$ cat config.mk
export PLATFORM = sky130hd
export DESIGN_NAME = boot_rst_sequencer_flat
export DESIGN_NICKNAME = d
export VERILOG_FILES = /design/src/rtl/rst_seq_pkg.sv /design/src/rtl/boot_rst_sequencer_if.sv /design/src/rtl/rst_seq_apb_regs.sv /design/src/rtl/boot_rst_sequencer.sv /design/src/flat_wrapper.sv
export SDC_FILE = /design/constraint.sdc
export NUM_CORES = 1
export LEC_CHECK = 0
export CORE_ASPECT_RATIO = 1.1
export CORE_MARGIN = 1
export CORE_UTILIZATION = 35
export CTS_CLUSTER_DIAMETER = 30
export CTS_CLUSTER_SIZE = 28
export DETAILED_ROUTE_END_ITERATION = 10
export PLACE_DENSITY_LB_ADDON = 0.15
export SYNTH_ARGS = -nofsm -noshare
export SYNTH_HDL_FRONTEND = slang
export SYNTH_SLANG_ARGS = --single-unit
export TNS_END_PERCENT = 1
$ cat constraint.sdc
create_clock -name PCLK -period 7.8 [get_ports PCLK]
set_input_delay 2.34 -clock PCLK [delete_from_list [all_inputs] [get_ports PCLK]]
set_output_delay 2.34 -clock PCLK [all_outputs]
set_load 0.01 [all_outputs]
$ cat src/rtl/rst_seq_pkg.sv
// Shared types and constants for the boot reset sequencer.
// Optional watchdog is enabled by defining RST_SEQ_WDOG_EN.
package rst_seq_pkg;

  typedef enum logic [1:0] {
    S_HOLD   = 2'd0,
    S_SETTLE = 2'd1,
    S_RUN    = 2'd2
  } state_e;

  typedef enum logic [1:0] {
    CAUSE_POR  = 2'd0,
    CAUSE_SOFT = 2'd1,
    CAUSE_WDOG = 2'd2
  } cause_e;

  // Register word offsets, decoded from PADDR[4:2]
  localparam logic [2:0] OFF_BOOT_ADDR = 3'd0;
  localparam logic [2:0] OFF_CTRL      = 3'd1;
  localparam logic [2:0] OFF_HOLD_CYC  = 3'd2;
  localparam logic [2:0] OFF_STATUS    = 3'd3;
  localparam logic [2:0] OFF_WDOG_LOAD = 3'd4;
  localparam logic [2:0] OFF_WDOG_KICK = 3'd5;

  // CTRL bit positions
  localparam int CTRL_FETCH_EN = 0;
  localparam int CTRL_SOFT_RST = 1;

  // STATUS layout: [1:0] state, [5:4] last reset cause
  function automatic logic [31:0] status_word(input state_e s, input cause_e c);
    return {26'd0, c, 2'b00, s};
  endfunction

endpackage

$ cat src/rtl/boot_rst_sequencer_if.sv
// APB slave bundle for the boot reset sequencer.
interface boot_rst_sequencer_if #(
  parameter int PADDR_SIZE = 32,
  parameter int PDATA_SIZE = 32
);
  logic                  PSEL;
  logic                  PENABLE;
  logic                  PWRITE;
  logic [PADDR_SIZE-1:0] PADDR;
  logic [PDATA_SIZE-1:0] PWDATA;
  logic [PDATA_SIZE-1:0] PRDATA;
  logic                  PREADY;
  logic                  PSLVERR;

  modport master (
    output PSEL, PENABLE, PWRITE, PADDR, PWDATA,
    input  PRDATA, PREADY, PSLVERR
  );

  modport slave (
    input  PSEL, PENABLE, PWRITE, PADDR, PWDATA,
    output PRDATA, PREADY, PSLVERR
  );
endinterface

$ cat src/rtl/rst_seq_apb_regs.sv
// APB register file: decode, storage, SOFT_RST/KICK pulses and PSLVERR.
// Watchdog registers exist only when RST_SEQ_WDOG_EN is defined.
module rst_seq_apb_regs
  import rst_seq_pkg::*;
#(
  parameter int          PADDR_SIZE        = 32,
  parameter int          PDATA_SIZE        = 32,
  parameter logic [31:0] DEFAULT_BOOT_ADDR = 32'h1A00_0000,
  parameter logic [15:0] DEFAULT_HOLD_CYC  = 16'd16
) (
  input  logic                       clk,
  input  logic                       rst_n,
  boot_rst_sequencer_if.slave        apb,
  input  state_e                     state_i,
  input  cause_e                     cause_i,
  output logic [31:0]                boot_addr_o,
  output logic                       fetch_en_o,
  output logic [15:0]                hold_cyc_o,
  output logic                       soft_rst_o
`ifdef RST_SEQ_WDOG_EN
  ,
  output logic [31:0]                wdog_load_o,
  output logic                       wdog_kick_o
`endif
);

  logic [2:0]  off;
  logic        wr;
  logic        writable;
  logic [31:0] rdata;
  logic [31:0] boot_addr_q;
  logic        fetch_en_q;
  logic [15:0] hold_cyc_q;
`ifdef RST_SEQ_WDOG_EN
  logic [31:0] wdog_load_q;
`endif

  // Address bits outside the word-offset field are intentionally ignored
  logic unused_paddr;
  assign unused_paddr = ^{apb.PADDR[PADDR_SIZE-1:5], apb.PADDR[1:0]};

  assign off = apb.PADDR[4:2];
  assign wr  = apb.PSEL & apb.PENABLE & apb.PWRITE;

  // Flag offsets that accept writes; STATUS and holes are rejected
  // NOTE: every output of an always_comb gets a default first so no path can infer a latch.
  always_comb begin
    writable = 1'b0;
    case (off)
      OFF_BOOT_ADDR, OFF_CTRL, OFF_HOLD_CYC: writable = 1'b1;
`ifdef RST_SEQ_WDOG_EN
      OFF_WDOG_LOAD, OFF_WDOG_KICK:          writable = 1'b1;
`endif
      default:                               writable = 1'b0;
    endcase
  end

  assign apb.PREADY  = 1'b1;
  assign apb.PSLVERR = wr & ~writable;

  // SOFT_RST and KICK are single-cycle strobes on the access phase, never stored
  assign soft_rst_o = wr && (off == OFF_CTRL) && apb.PWDATA[CTRL_SOFT_RST];
`ifdef RST_SEQ_WDOG_EN
  assign wdog_kick_o = wr && (off == OFF_WDOG_KICK);
  assign wdog_load_o = wdog_load_q;
`endif

  // Writable configuration registers
  // NOTE: clocked state uses non-blocking assignments so every flop samples pre-edge values.
  always_ff @(posedge clk or negedge rst_n) begin
    if (!rst_n) begin
      boot_addr_q <= DEFAULT_BOOT_ADDR;
      fetch_en_q  <= 1'b0;
      hold_cyc_q  <= DEFAULT_HOLD_CYC;
`ifdef RST_SEQ_WDOG_EN
      wdog_load_q <= '0;
`endif
    end else if (wr) begin
      case (off)
        OFF_BOOT_ADDR: boot_addr_q <= apb.PWDATA[31:0];
        OFF_CTRL:      fetch_en_q  <= apb.PWDATA[CTRL_FETCH_EN];
        OFF_HOLD_CYC:  hold_cyc_q  <= apb.PWDATA[15:0];
`ifdef RST_SEQ_WDOG_EN
        OFF_WDOG_LOAD: wdog_load_q <= apb.PWDATA[31:0];
`endif
        default: ;
      endcase
    end
  end

  assign boot_addr_o = boot_addr_q;
  assign fetch_en_o  = fetch_en_q;
  assign hold_cyc_o  = hold_cyc_q;

  // Combinational read mux; returns zero when not selected
  always_comb begin
    rdata = '0;
    if (apb.PSEL) begin
      case (off)
        OFF_BOOT_ADDR: rdata = boot_addr_q;
        OFF_CTRL:      rdata = {31'd0, fetch_en_q};
        OFF_HOLD_CYC:  rdata = {16'd0, hold_cyc_q};
        OFF_STATUS:    rdata = status_word(state_i, cause_i);
`ifdef RST_SEQ_WDOG_EN
        OFF_WDOG_LOAD: rdata = wdog_load_q;
`endif
        default:       rdata = '0;
      endcase
    end
  end

  assign apb.PRDATA = PDATA_SIZE'(rdata);

endmodule

$ cat src/rtl/boot_rst_sequencer.sv
// Core-complex reset sequencer: hold, settle, run, with software and
// optional watchdog restart. Define RST_SEQ_WDOG_EN to add the watchdog.
module boot_rst_sequencer
  import rst_seq_pkg::*;
#(
  parameter int          PADDR_SIZE        = 32,
  parameter int          PDATA_SIZE        = 32,
  parameter logic [31:0] DEFAULT_BOOT_ADDR = 32'h1A00_0000,
  parameter logic [15:0] DEFAULT_HOLD_CYC  = 16'd16,
  parameter int          SETTLE_CYC        = 4
) (
  input  logic                PCLK,
  input  logic                RESETn,
  boot_rst_sequencer_if.slave apb,
  output logic                core_rst_no,
  output logic                fetch_en_o,
  output logic [31:0]         boot_addr_o
);

  localparam logic [15:0] SETTLE_LOAD = 16'(SETTLE_CYC - 1);

  state_e      state_q;
  cause_e      cause_q;
  logic [15:0] cnt_q;
  logic        core_rst_n_q;
  logic        fetch_en_q;
  logic [31:0] boot_addr_q;

  logic [31:0] boot_addr_reg;
  logic        ctrl_fetch_en;
  logic [15:0] hold_cyc;
  logic        soft_rst;
  logic        wdog_expire;
  logic        restart;

`ifdef RST_SEQ_WDOG_EN
  logic [31:0] wdog_load;
  logic        wdog_kick;
  logic [31:0] wdog_cnt_q;
`endif

  rst_seq_apb_regs #(
    .PADDR_SIZE        (PADDR_SIZE),
    .PDATA_SIZE        (PDATA_SIZE),
    .DEFAULT_BOOT_ADDR (DEFAULT_BOOT_ADDR),
    .DEFAULT_HOLD_CYC  (DEFAULT_HOLD_CYC)
  ) u_regs (
    .clk         (PCLK),
    .rst_n       (RESETn),
    .apb         (apb),
    .state_i     (state_q),
    .cause_i     (cause_q),
    .boot_addr_o (boot_addr_reg),
    .fetch_en_o  (ctrl_fetch_en),
    .hold_cyc_o  (hold_cyc),
    .soft_rst_o  (soft_rst)
`ifdef RST_SEQ_WDOG_EN
    ,
    .wdog_load_o (wdog_load),
    .wdog_kick_o (wdog_kick)
`endif
  );

`ifdef RST_SEQ_WDOG_EN
  // Expiry fires on the last RUN cycle; a kick in the same cycle overrides it
  assign wdog_expire = (state_q == S_RUN) && (wdog_load != '0) &&
                       (wdog_cnt_q == 32'd1) && !wdog_kick;
`else
  assign wdog_expire = 1'b0;
`endif

  // Soft reset takes priority over watchdog and over any counter terminal
  assign restart = soft_rst | wdog_expire;

  // Sequencer FSM with its counters and registered core-facing outputs
  always_ff @(posedge PCLK or negedge RESETn) begin
    if (!RESETn) begin
      state_q      <= S_HOLD;
      cause_q      <= CAUSE_POR;
      cnt_q        <= DEFAULT_HOLD_CYC;
      core_rst_n_q <= 1'b0;
      fetch_en_q   <= 1'b0;
      boot_addr_q  <= DEFAULT_BOOT_ADDR;
`ifdef RST_SEQ_WDOG_EN
      wdog_cnt_q   <= '0;
`endif
    end else if (restart) begin
      state_q      <= S_HOLD;
      cause_q      <= soft_rst ? CAUSE_SOFT : CAUSE_WDOG;
      cnt_q        <= hold_cyc;
      core_rst_n_q <= 1'b0;
      fetch_en_q   <= 1'b0;
    end else begin
      case (state_q)
        S_HOLD: begin
          fetch_en_q <= 1'b0;
          if (cnt_q == '0) begin
            // Boot address is only sampled as the core leaves reset
            boot_addr_q  <= boot_addr_reg;
            cnt_q        <= SETTLE_LOAD;
            state_q      <= S_SETTLE;
            core_rst_n_q <= 1'b1;
          end else begin
            cnt_q <= cnt_q - 16'd1;
          end
        end
        S_SETTLE: begin
          fetch_en_q <= 1'b0;
          if (cnt_q == '0) begin
            state_q <= S_RUN;
`ifdef RST_SEQ_WDOG_EN
            wdog_cnt_q <= wdog_load;
`endif
          end else begin
            cnt_q <= cnt_q - 16'd1;
          end
        end
        S_RUN: begin
          fetch_en_q <= ctrl_fetch_en;
`ifdef RST_SEQ_WDOG_EN
          if (wdog_kick) begin
            wdog_cnt_q <= wdog_load;
          end else if ((wdog_load != '0) && (wdog_cnt_q != '0)) begin
            wdog_cnt_q <= wdog_cnt_q - 32'd1;
          end
`endif
        end
        default: begin
          state_q      <= S_HOLD;
          cnt_q        <= hold_cyc;
          core_rst_n_q <= 1'b0;
          fetch_en_q   <= 1'b0;
        end
      endcase
    end
  end

  assign core_rst_no = core_rst_n_q;
  assign fetch_en_o  = fetch_en_q;
  assign boot_addr_o = boot_addr_q;

endmodule

$ cat src/flat_wrapper.sv
// flat-port wrapper written by rule: the top's interface ports become plain ports
module boot_rst_sequencer_flat import rst_seq_pkg::*;
#(
  parameter int          PADDR_SIZE        = 32,
  parameter int          PDATA_SIZE        = 32,
  parameter logic [31:0] DEFAULT_BOOT_ADDR = 32'h1A00_0000,
  parameter logic [15:0] DEFAULT_HOLD_CYC  = 16'd16,
  parameter int          SETTLE_CYC        = 4
)
  (PCLK, RESETn, core_rst_no, fetch_en_o, boot_addr_o, apb_PSEL, apb_PENABLE, apb_PWRITE, apb_PADDR, apb_PWDATA, apb_PRDATA, apb_PREADY, apb_PSLVERR);
  boot_rst_sequencer_if #(.PADDR_SIZE(PADDR_SIZE), .PDATA_SIZE(PDATA_SIZE)) apb_i ();
  input  logic PCLK;
  input  logic RESETn;
  output logic core_rst_no;
  output logic fetch_en_o;
  output logic [31:0] boot_addr_o;
  input wire logic [$bits(apb_i.PSEL)-1:0] apb_PSEL;
  input wire logic [$bits(apb_i.PENABLE)-1:0] apb_PENABLE;
  input wire logic [$bits(apb_i.PWRITE)-1:0] apb_PWRITE;
  input wire logic [$bits(apb_i.PADDR)-1:0] apb_PADDR;
  input wire logic [$bits(apb_i.PWDATA)-1:0] apb_PWDATA;
  output wire logic [$bits(apb_i.PRDATA)-1:0] apb_PRDATA;
  output wire logic [$bits(apb_i.PREADY)-1:0] apb_PREADY;
  output wire logic [$bits(apb_i.PSLVERR)-1:0] apb_PSLVERR;
  assign apb_i.PSEL = apb_PSEL;
  assign apb_i.PENABLE = apb_PENABLE;
  assign apb_i.PWRITE = apb_PWRITE;
  assign apb_i.PADDR = apb_PADDR;
  assign apb_i.PWDATA = apb_PWDATA;
  assign apb_PRDATA = apb_i.PRDATA;
  assign apb_PREADY = apb_i.PREADY;
  assign apb_PSLVERR = apb_i.PSLVERR;
  boot_rst_sequencer #(.PADDR_SIZE(PADDR_SIZE), .PDATA_SIZE(PDATA_SIZE), .DEFAULT_BOOT_ADDR(DEFAULT_BOOT_ADDR), .DEFAULT_HOLD_CYC(DEFAULT_HOLD_CYC), .SETTLE_CYC(SETTLE_CYC)) u_core (.PCLK(PCLK), .RESETn(RESETn), .apb(apb_i), .core_rst_no(core_rst_no), .fetch_en_o(fetch_en_o), .boot_addr_o(boot_addr_o));
endmodule
==> results.md <==
| Parameter | Value |
|---|---|
| Number of buffers added on ports | 106 |
| Max-slew violations | 0 |
| Vias in the first global route | 3738 |
| Cell types with the largest area share after synthesis | dfrtp_1, mux2_2, dfstp_2, mux2i_1, nor2_1 |
| Static power due to leakage | 2.76 nW |
| Worst IR drop on VDD | 0.112 mV |
| Area share of fa/ha/maj cells after synthesis | 1.28% |
| Proportion of netlist area held by the largest area contributor | 48.0% |
| Gr ovfl total | 0 |
| Most common cell in the netlist | dfrtp_1 |
| # Post-CTS Setup Buffers | 0 |
| Total DRC errors in the routed layout | 0 |
| Category of the worst setup path capture point | output pin |
| Half-perimeter wire length after placement | 8440 um |
| Register-to-register path setup slack | 4.57 ns |
| Path depth of the worst reg2reg path | 7 |
| Async S/R FF share, synth | 100% |
| Routed Wire Length | 12000 um |
| Max-capacitance violation count | 0 |
| Number of flops mapped to enable cells by yosys | 0 |
| Top fanout value on the critical path | 17 |
| Cell count after synthesis | 400 |
| Clock net sink count | 102 |
| Number of unique standard cell types used by synthesis | 56 |
| Cell at the root of the clock tree | clkbuf_16 |
| Post-synthesis share of cell area spent on xor and xnor gates | 0% |
| Run status | finished, final reports clean |
| Share of the core filled with cells in the final layout | 47.9% |
| Final ANT Viol Nets | 0 |
| RSZ-0062 raised after global routing | false |
| # nets final | 576 |
| Total routing resource utilization after global routing | 17.9% |
| Part of the cycle the worst path needs | 89.1% |
| Post-Synthesis Net Count | 474 |
| Average size of a mapped cell | 12.2 sq um |
| Placeable core area | 0.0134 sq mm |
| Top flip-flop cell by instance count after synthesis | dfrtp_1 |
| Min-Delay Startpoint | u_core.boot_addr_o[6]$_DFFE_PN0P_ |
| Critical register-to-register path endpoint | u_core.boot_addr_o[8]$_DFFE_PN0P_ |
| Power density over the cells | 280 mW/mm^2 |
| Worst-Skew Late Latency | 0.35 ns |
| Via total after detailed routing | 3555 |
| Clock transition time at the flip-flop clock pins of the worst setup and hold paths | 0.07 ns |
| Number of warnings reported in the yosys synthesis log | 0 |
| Achievable frequency | 0.144 GHz |
| Depth of the worst hold-timing path | 1 |
| Number of placement rows | 44 |
| Most area-hungry cell type in the Yosys netlist | dfrtp_1 |
| HP Class | reg2reg |
| Starting Density | 36.5% |
| Cell area after synthesis | 0.00490 sq mm |
| Worst path arrival time | 4.61 ns |
| Routed vias/inst | 5.14 |
| CP Launch Point | apb_PADDR[4] |
| Worst Hold Path EP | u_core.boot_addr_o[6]$_DFFE_PN0P_ |
| Post-synthesis compound-gate area fraction | 9.50% |
| Area added between synthesis and finish | 31.3% |
| Final critical path time including I/O delays and setup | 6.95 ns |
| Count of final setup violators | 0 |
| Per-cell routed wire length | 17.4 um |
| # IOs | 137 |
| Die ar. | 0.0145 sq mm |
| Simple-Gate Fraction of Synth Area | 11.4% |
| CTS tree | built |
| DR pass1 iterations | 5 |
| Setup TNS | 0 ns |
| Final hold vios | 0 |
| Global-route wire length before repair | 20000 um |
| Pin count of the biggest net entering global routing | 70 |
| Buffer levels on the longest clock path | 2 |
| Dominant combinational cell family by area after synthesis | multiplexers |
| Number of antenna repair diodes | 0 |
| Gpl congestion | 0.824 |
| Critical path launch point type | input pin |
| Most numerous cell types in the synthesized netlist | dfrtp_1, mux2_2, nor2_1 |
| DIE HEIGHT | 126 um |
| Crit Path Class | in2out |
| Launch point of the worst reg-to-reg path | u_core.cnt_q[0]$_DFFE_PN0P_ |
| Inserted Clock Buffers | 9 |
| Proportion of layout cells with a drive suffix above 1 | 24.1% |
| Worst relative slew slack | 22.6% |
| Slew at the pin closest to its max-slew limit | 1.16 ns |
| Number of antenna violations at the first check in global routing | 0 |
| H-Tree Depth | 3 |
| Count of state elements after synthesis | 102 |
| Number of gates resized after cts | 0 |
| Skew final | 0.00484 ns |
| Mux share of post-synthesis cell area | 22.6% |
| Number of hold buffers added after cts | 0 |
| DRC marker count from the first detailed-route iteration | 116 |
| Data required time at the worst endpoint | 5.46 ns |
| Width of the die | 115 um |
| Post-synthesis sequential area ratio | 52.3% |
-- report_power, final --
part / switching, mW / internal (mW)
clock network: 0.199 / 0.283
logic: 0.278 / 0.285
registers: 0.107 / 0.652
total: 0.583 / 1.22
-- critical path, stage by stage --
cell	delay, ns
clkdlybuf4s50_1	0.45
nand2b_1	0.22
or2_1	0.46
nor2_1	0.17
buf_4	0.23
and2_1	0.16
clkdlybuf4s50_1	0.56
-- per-stage QoR --
stage | hold WS [ns] | worst slack (ns) | instance area, sq um | cells | power [mW]
5_1_grt | 0.524 | 0.681 | 6430 | 691 | 1.92
3_3_place_gp | 0.468 | 0.856 | 6120 | 675 | 1.32
3_5_place_dp | 0.479 | 0.841 | 6120 | 675 | 1.33
4_1_cts | 0.507 | 0.836 | 6430 | 691 | 1.82
2_1_floorplan | 0.428 | 1.95 | 4900 | 400 | 1.13
6_report | 0.509 | 0.851 | 6430 | 691 | 1.80
-- cell usage in the layout, fill, tap and decap left out, types with 2 or more instances in the layout --
cell               n
nor2_1            34
nor4_1             5
o21ai_0           16
a21oi_1           10
o41a_1             2
o2bb2ai_1          6
or3_1              2
nand2b_1           2
clkbuf_1           2
a22o_1             2
nand2_1           10
mux2_2            82
nor3_1             5
dfrtp_1           94
a32oi_1            2
ha_1               5
clkdlybuf4s50_1  105
o22ai_1            4
and2_1            17
dfstp_2            8
a221o_1            3
o31a_1             2
nand3_1            6
and3_1             4
nor2b_1            2
mux2i_1           15
bufinv_16          2
inv_1              6
a2bb2oi_1          3
a22oi_1            5
clkbuf_16          9
buf_4              7
o41ai_1            2
nor4_2             2
or2_2              2
-- kinds of logic after synthesis --
family                     count (synthesis)
AOI/OAI and AO/OA                         65
DFF                                      102
other                                      1
muxes                                     99
and+or+nand+nor                          101
buffers and inverters                     27
adders and majority gates                  5
-- per-layer routing --
metal  wire length [um]  global-route usage [%]
met2               5740                    27.8
met4                310                    8.25
met5                  0                       0
met3                741                    4.91
met1               5220                    23.1
-- sequential cells by signal (all words and copies together), names as in the netlist --
| signal | cells |
|---|---|
| u_core.boot_addr_o | 32 |
| u_core.u_regs.boot_addr_o | 32 |
| u_core.cnt_q | 16 |
| u_core.u_regs.hold_cyc_o | 16 |
| u_core.state_q | 2 |
| u_core.cause_q | 1 |
| u_core.core_rst_no | 1 |
| u_core.fetch_en_o | 1 |
| u_core.u_regs.fetch_en_o | 1 |
-- how the worst max path moves through the flow --
stage	cells past startpoint	slack [ns]	end
2_1_floorplan	6	1.95	apb_PRDATA[21]
3_3_place_gp	7	0.86	apb_PRDATA[30]
3_5_place_dp	7	0.84	apb_PRDATA[30]
4_1_cts	7	0.84	apb_PRDATA[30]
5_1_grt	7	0.68	apb_PRDATA[24]
6_report	7	0.85	apb_PRDATA[30]
-- cell type report --
cell class / instances / area (sq um)
multi-input cells: 271 / 2200
well taps: 184 / 230
fillers: 1270 / 7000
clock buffers: 11 / 233
inverters: 6 / 22.5
repair buffers: 112 / 1100
flip-flops and latches: 102 / 2560
clock inverters: 5 / 82.6
Note: power is estimated with default switching activity, not from simulation.
